$ cat config.mk
export PLATFORM = sky130hd
export DESIGN_NAME = hazard_forward_unit
export DESIGN_NICKNAME = d
export VERILOG_FILES = /design/src/rtl/hazard_forward_unit.sv
export SDC_FILE = /design/constraint.sdc
export NUM_CORES = 1
export LEC_CHECK = 0
export ABC_AREA = 1
export CORE_MARGIN = 4
export CORE_UTILIZATION = 49
export DETAILED_ROUTE_END_ITERATION = 7
export PLACE_DENSITY = 0.85
export SYNTH_ARGS = -nofsm -noshare
export SYNTH_HDL_FRONTEND = slang
export SYNTH_SLANG_ARGS = --single-unit
$ cat constraint.sdc
create_clock -name clk -period 2.26 [get_ports clk]
set_clock_uncertainty 0.05 [all_clocks]
set_input_delay 0.452 -clock clk [delete_from_list [all_inputs] [get_ports clk]]
set_output_delay 0.452 -clock clk [all_outputs]
set_load 0.03 [all_outputs]
$ cat src/rtl/hazard_forward_unit.sv
// Hazard detection and forwarding-select unit for the ID stage of the 5-stage pipeline.
// Generates per-source bypass selects, load-use / RAW stalls and a saturating stall counter.
module hazard_forward_unit #(
  parameter int ADDR_W            = 5,
  parameter int NUM_SRC           = 2,
  parameter int LOAD_STALL_CYCLES = 1,
  parameter int ZERO_REG_HW       = 1,
  parameter int CNT_W             = 16
) (
  input  logic                      clk,
  input  logic                      rst,
  input  logic                      fwd_en,
  input  logic                      flush,
  input  logic [NUM_SRC*ADDR_W-1:0] src_addr,
  input  logic [NUM_SRC-1:0]        src_valid,
  input  logic                      exe_wb_en,
  input  logic [ADDR_W-1:0]         exe_dst,
  input  logic                      exe_mem_r_en,
  input  logic                      mem_wb_en,
  input  logic [ADDR_W-1:0]         mem_dst,
  input  logic                      cnt_clr,
  output logic                      hazard_detected,
  output logic [2*NUM_SRC-1:0]      fwd_sel,
  output logic [CNT_W-1:0]          stall_cnt
);

  // state   | meaning
  // IDLE    | no stall in progress; hazard follows the combinational detect terms
  // LU_WAIT | remaining cycles of a multi-cycle load-use stall, counted by r_rem
  typedef enum logic {S_IDLE, S_LU_WAIT} state_t;

  localparam logic [3:0] LU_REM_INIT = 4'(LOAD_STALL_CYCLES - 1);

  state_t             r_state;
  state_t             w_state_nxt;
  logic [3:0]         r_rem;
  logic [3:0]         w_rem_nxt;
  logic [CNT_W-1:0]   r_stall_cnt;
  logic [NUM_SRC-1:0] w_match_exe;
  logic [NUM_SRC-1:0] w_match_mem;
  logic               w_lu;
  logic               w_raw_any;

  for (genvar gi = 0; gi < NUM_SRC; gi++) begin : g_src
    logic [ADDR_W-1:0] w_addr;
    logic              w_zero;

    assign w_addr = src_addr[gi*ADDR_W +: ADDR_W];
    assign w_zero = (ZERO_REG_HW != 0) && (w_addr == '0);
    assign w_match_exe[gi] = src_valid[gi] & exe_wb_en & (w_addr == exe_dst) & ~w_zero;
    assign w_match_mem[gi] = src_valid[gi] & mem_wb_en & (w_addr == mem_dst) & ~w_zero;
    // EXE holds the youngest producer, so it wins over MEM
    assign fwd_sel[2*gi +: 2] = !fwd_en          ? 2'b00 :
                                w_match_exe[gi]  ? 2'b01 :
                                w_match_mem[gi]  ? 2'b10 : 2'b00;
  end

  assign w_lu      = exe_mem_r_en & (|w_match_exe);
  assign w_raw_any = |(w_match_exe | w_match_mem);

  always_ff @(posedge clk or negedge rst) begin
    if (!rst) begin
      r_state <= S_IDLE;
      r_rem   <= '0;
    end else begin
      r_state <= w_state_nxt;
      r_rem   <= w_rem_nxt;
    end
  end

  always_comb begin
    w_state_nxt = r_state;
    w_rem_nxt   = r_rem;
    if (flush) begin
      w_state_nxt = S_IDLE;
      w_rem_nxt   = '0;
    end else begin
      case (r_state)
        S_IDLE: begin
          if (fwd_en && w_lu && (LOAD_STALL_CYCLES > 1)) begin
            w_state_nxt = S_LU_WAIT;
            w_rem_nxt   = LU_REM_INIT;
          end
        end
        S_LU_WAIT: begin
          w_rem_nxt = r_rem - 4'd1;
          if (r_rem == 4'd1) w_state_nxt = S_IDLE;
        end
        default: begin
          w_state_nxt = S_IDLE;
          w_rem_nxt   = '0;
        end
      endcase
    end
  end

  always_comb begin
    hazard_detected = 1'b0;
    if (!flush) begin
      if (r_state == S_LU_WAIT) hazard_detected = 1'b1;
      else if (fwd_en)          hazard_detected = w_lu;
      else                      hazard_detected = w_raw_any;
    end
  end

  always_ff @(posedge clk or negedge rst) begin
    if (!rst) begin
      r_stall_cnt <= '0;
    end else if (cnt_clr) begin
      r_stall_cnt <= '0;
    end else if (hazard_detected && (r_stall_cnt != {CNT_W{1'b1}})) begin
      r_stall_cnt <= r_stall_cnt + 1'b1;
    end
  end

  assign stall_cnt = r_stall_cnt;

endmodule

==> metrics.cfg, run 1 <==
[worst_setup_path]
endpoint_kind = output port
rrSetupSlack_ns = 0.39
r2r_cells = 10
arrival_ns = 1.66
r2r_end = stall_cnt[3]
critical_path_required_ns = 1.76
crit_start = exe_dst[1]
cp_max_fo = 2
crit_buf_inv = 3
max_stage_delay_ns = 0.25
path_delay_family = buffers and inverters
crit_path_start_kind = primary input
worst_path_max_delay_cell = dlygate4sd2_1
crit_chain = dlygate4sd2_1 > buf_4 > nand2_1 > o21ai_1 > nor2_1 > nand3_1 > nand2_2 > nand2_2 > a31oi_1 > buf_4
crit_type = primary input to output port
crit_cells = 10
endpoint = hazard_detected
r2r-start = stall_cnt[0]

[floorplanning]
core_um2 = 3660
die_w_um = 69.6
rows = 22
die_h_um = 69.6
ios = 51
design.die.area_um2 = 4840
initial_core_util_pct = 50.8

[route]
drt_iter0_markers = 204
wire_per_inst_um = 11.8
firstDrtPassIters = 4
wl_mm = 4.69
ant_nets = 0
avgViaCountPerCell = 5.00
drc_errors = 0
dr_total_vias = 1980

[placed_design]
post-dp-hpwl_mm = 3.71
place_congestion = 0.908
port_buffers = 50
placed_cell_area_um2 = 2430

[clock_network]
clk_pin_slew_ns = 0.09
clk_latency_ns = 0.27
root_buffer = clkbuf_8
cts_tree = done
clockBufferDepth = 2
clock-sinks = 21
htree_levels = 1
cts_buffers = 3

[final_layout]
post_route_cells_drive_above_1_share_pct = 18.7
syn2layout_area_growth_pct = 32.5
diodes = 0
fillers = 360
stdcell_area_um2 = 2460
final_nets = 382
layout_common_cells = nand2_1, nor2_1, inv_1, nand3_1
final_common_cell = nand2_1

[global_routing]
gr-total-overflow = 0
antenna_found_initial = 0
grt_pass1_wl_mm = 8.12
grt_use_total_pct = 19.8
first_global_vias = 1851
grt_max_degree = 22

[synth]
syn_area_per_cell_um2 = 6.47
yosysSeqAreaShare_pct = 28.3
synth-main-ff-cell = dfrtp_1
ys_seq_elements = 21
synth.distinct_cells = 32
syn_nets = 320
synth_edf_count = 0
synthArstFlopShare_pct = 100
synth.yosys.warnings = 0
synth.cell_area_um2 = 1860
synth_cells = 287

[timing]
fin_worst_hold_slack_ns = 0.469
min_period_ns = 2.17
report.final.slew_viol_count = 0
worstMarginPinSlew_ns = 0.395
rsz0062_at_grt = false
finalHoldViolCount = 0
relSlewSlack_pct = 73.5
setup_violations = 0
fmax_ghz = 0.462
timing.final.crit_share_pct = 95.9
tns_ns = 0

[power]
power_frac_comb_pct = 23.2
total_power_mw = 0.844
seqPwrFrac_pct = 46.3
power_density_nw_per_um2 = 343
pwr-share-clk_pct = 30.5
swShare_pct = 30.4
p_leak_nw = 1.27
max-vdd-ir-drop_v = 0.000222
power.internal_mw = 0.587
switchingPower_mw = 0.257

[job]
cap_violations = 0

[outcome]
outcome = finished clean

[worst_hold_path]
holdCritPathClass = primary input to async pin

[metrics by stage]
| stage | instances | util [%] | setup slack, ns |
|---|---|---|---|
| detailed placement | 392 | 66.4 | -0.125 |
| global placement | 392 | 66.4 | -0.122 |
| CTS | 396 | 67.0 | 0.0110 |
| floorplan | 287 | - | 0.264 |
| global route | 396 | 67.2 | 0.00465 |
| finish | 396 | 67.2 | 0.0938 |
[how the worst min path moves through the flow]
stage,from,endpoint,depth (start not counted)
finish,rst,stall_cnt[6],2
global route,rst,stall_cnt[7],2
CTS,rst,stall_cnt[7],2
detailed placement,r_rem[3],r_rem[3],2
global placement,r_rem[3],r_rem[3],2
floorplan,rst,r_rem[0],0
[worst reg2reg max path, delay by kind of cell (launching register included)]
| family | cells | cell delay (ns) |
|---|---|---|
| adders and majority gates | 1 | 0.19 |
| and+or+nand+nor | 8 | 1.02 |
| buffers and inverters | 1 | 0.08 |
| DFF | 1 | 0.43 |
[flip-flops by register name, indices dropped and copies added (netlist names)]
signal / count
r_state: 1
stall_cnt: 16
r_rem: 4
[power by group through the flow]
stage                     sequential (mW)  clock [mW]  combinational [mW]
after detailed placement            0.398           0               0.209
after global routing                0.392       0.274               0.221
final                               0.391       0.258               0.196
after global placement              0.398           0               0.207
after floorplan                     0.411           0              0.0962
after CTS                           0.391       0.255               0.196
[cell families (layout without fill, tap and decap cells)]
kind of cell / after synthesis / in the layout / share of synthesized area (%)
xor gates and xnor gates: 10 / 10 / 4.71
adders and majority gates: 3 / 3 / 2.02
DFF: 21 / 21 / 28.3
AOI/OAI and AO/OA: 18 / 18 / 5.19
buffers and inverters: 46 / 107 / 11.9
and+or+nand+nor: 189 / 189 / 47.9
[synth_stat cells (4+ instances only)]
library cell	count	area [um2]
xor2_1	9	78.8
a21oi_1	5	25.0
dfrtp_1	21	526
inv_2	7	26.3
inv_1	32	120
o21ai_1	5	25.0
o21ai_0	4	20.0
nor2_1	37	139
nor3_1	4	20.0
nand3_1	31	155
nand2_2	21	131
nand2_1	81	304
[timing repair]
action | in CTS | in global routing
setup endpoints to repair | 5 | 3
buffers inserted | 0 | 0
hold buffers | 0 | 0
resized for setup | 24 | 6
pin swaps | 9 | 4
[routing by layer]
| layer | share of wire (%) | global-route usage, % | vias up |
|---|---|---|---|
| met3 | 4.6 | 2.46 | 7 |
| met5 | 0 | 0 | - |
| li1 | - | - | 1023 |
| met2 | 49 | 33.8 | 57 |
| met4 | 1.0 | 4.12 | 0 |
| met1 | 46 | 26.8 | 893 |
[layout make-up]
type,instances,area (um2),share of cell area (%)
tap,48,60.1,2.44
inverter,41,155,6.30
timing repair buffer,62,552,22.4
sequential,21,526,21.4
clock buffer,3,41.3,1.68
multi-input combinational,220,1120,45.6
clock inverter,1,5.00,0.203
No activity file was read; power rests on OpenSTA's default activity.
==> run 2, diff against run 1 <==
Settings changed: CELL_PAD_IN_SITES_DETAIL_PLACEMENT set to 1, CELL_PAD_IN_SITES_GLOBAL_PLACEMENT set to 1, CORE_UTILIZATION 49 to 33, GPL_ROUTABILITY_DRIVEN set to 0, PLACE_DENSITY 0.85 to 0.84.
==> metrics.cfg, run 2 (same netlist as run 1, synthesis figures left out) <==
[clock_network]
root_buffer = clkbuf_8
cts_buffers = 3
clock-sinks = 21
cts_tree = done
clockBufferDepth = 2
clk_pin_slew_ns = 0.08
clk_latency_ns = 0.26
postCtsSetupBuffers = 0
htree_levels = 1

[timing]
relSlewSlack_pct = 78.2
min_period_ns = 2.19
report.final.slew_viol_count = 0
worstMarginPinSlew_ns = 0.326
finalHoldViolCount = 0
fmax_ghz = 0.456
fin_ws_ns = 0.0680
timing.final.crit_share_pct = 97.0
setup_violations = 0

[global_routing]
grt_max_degree = 22
gr-total-overflow = 0
first_global_vias = 2154
antenna_found_initial = 0
grt_pass1_wl_mm = 9.50
grt_use_total_pct = 16.0

[floorplanning]
ios = 51
design.die.area_um2 = 6890
initial_core_util_pct = 34.0
die_w_um = 83.0
rows = 27
core_um2 = 5470
die_h_um = 83.0

[worst_setup_path]
path_delay_family = buffers and inverters
crit_chain = clkdlybuf4s50_1 > inv_1 > or2_2 > nand2_2 > a31oi_4 > buf_6
crit_type = primary input to output port
max_stage_delay_ns = 0.51
r2r_end = stall_cnt[13]
arrival_ns = 1.69
crit_path_start_kind = primary input
worst_path_max_delay_cell = clkdlybuf4s50_1
rrSetupSlack_ns = 0.46
critical_path_required_ns = 1.76
crit_buf_inv = 3
endpoint_kind = output port
r2r-start = stall_cnt[0]
cp_max_fo = 4
r2r_cells = 10

[final_layout]
fillers = 736
layout_common_cells = nand2_1, nor2_1, inv_1, nand3_1
regArea_um2 = 526
multi_input_area_um2 = 1140
utilization_pct = 46.2
syn2layout_area_growth_pct = 36.1
final_common_cell = nand2_1
post_route_cells_drive_above_1_share_pct = 19.7
diodes = 0
final_nets = 384
largest_reg_flops = 16
stdcell_area_um2 = 2530

[job]
cap_violations = 0

[power]
max-vdd-ir-drop_v = 0.000127
power_density_nw_per_um2 = 338
p_leak_nw = 1.27
total_power_mw = 0.854

[route]
wire_per_inst_um = 13.1
drc_errors = 0
avgViaCountPerCell = 4.84
ant_nets = 0
firstDrtPassIters = 4
dr_total_vias = 2044
wl_mm = 5.52
drt_iter0_markers = 60

[outcome]
outcome = finished clean

[placed_design]
dpl_worst_slack_ns = -0.232
port_buffers = 50
placed_cell_area_um2 = 2470
post-dp-hpwl_mm = 4.51

[worst_hold_path]
holdCritPathClass = primary input to async pin

==> run 2: cell types whose count changed in the layout (fill, tap and decap cells not counted), sizes merged <==
cell / change
clkinv: -1
buf: +2
dlygate4sd2: +2
dlymetal6s2s: -1
==> run 2: area by class of cell <==
cell class | count | area share, %
clock buffers | 4 | 1.78
inverters | 41 | 6.14
multi-input cells | 220 | 45.2
flip-flops and latches | 21 | 20.8
well taps | 72 | 3.56
repair buffers | 64 | 22.6
==> run 2: repair_timing <==
| item | in CTS | in global routing |
|---|---|---|
| endpoints found under the setup margin | 5 | 4 |
| pin swaps | 11 | 4 |
| hold buffers | 0 | 0 |
| hold endpoints to repair | 0 | 0 |
| gates resized for setup | 26 | 8 |
==> run 2: power by group <==
part / total [mW] / internal [mW] / switching, mW
Clock: 0.258 / 0.126 / 0.132
Sequential: 0.391 / 0.382 / 0.00832
Combinational: 0.205 / 0.0839 / 0.121
==> run 2: worst max path at each step <==
stage,startpoint,end,slack [ns],cells after the start
detailed placement,mem_dst[1],hazard_detected,-0.23,10
finish,fwd_en,hazard_detected,0.07,6
global route,src_addr[2],hazard_detected,-0.03,11
floorplan,src_addr[9],hazard_detected,0.26,9
CTS,exe_wb_en,hazard_detected,0.02,8
global placement,mem_dst[1],hazard_detected,-0.22,10
==> run 2: metrics by stage <==
step,setup TNS (ns),hold WS (ns),std cells
6_report,0,0.485,422
2_1_floorplan,0,0.106,287
3_3_place_gp,-2.57,0.462,418
5_1_grt,-0.0250,0.528,422
3_5_place_dp,-3.48,0.477,418
4_1_cts,0,0.496,422
==> run 2: layer usage <==
| metal | GRT usage (%) | routed length [um] | share of wire (%) |
|---|---|---|---|
| met3 | 1.79 | 196 | 3.6 |
| met1 | 18.5 | 2320 | 42 |
| met5 | 0 | 0 | 0 |
| met2 | 31.0 | 2940 | 53 |
| met4 | 3.86 | 59 | 1.1 |
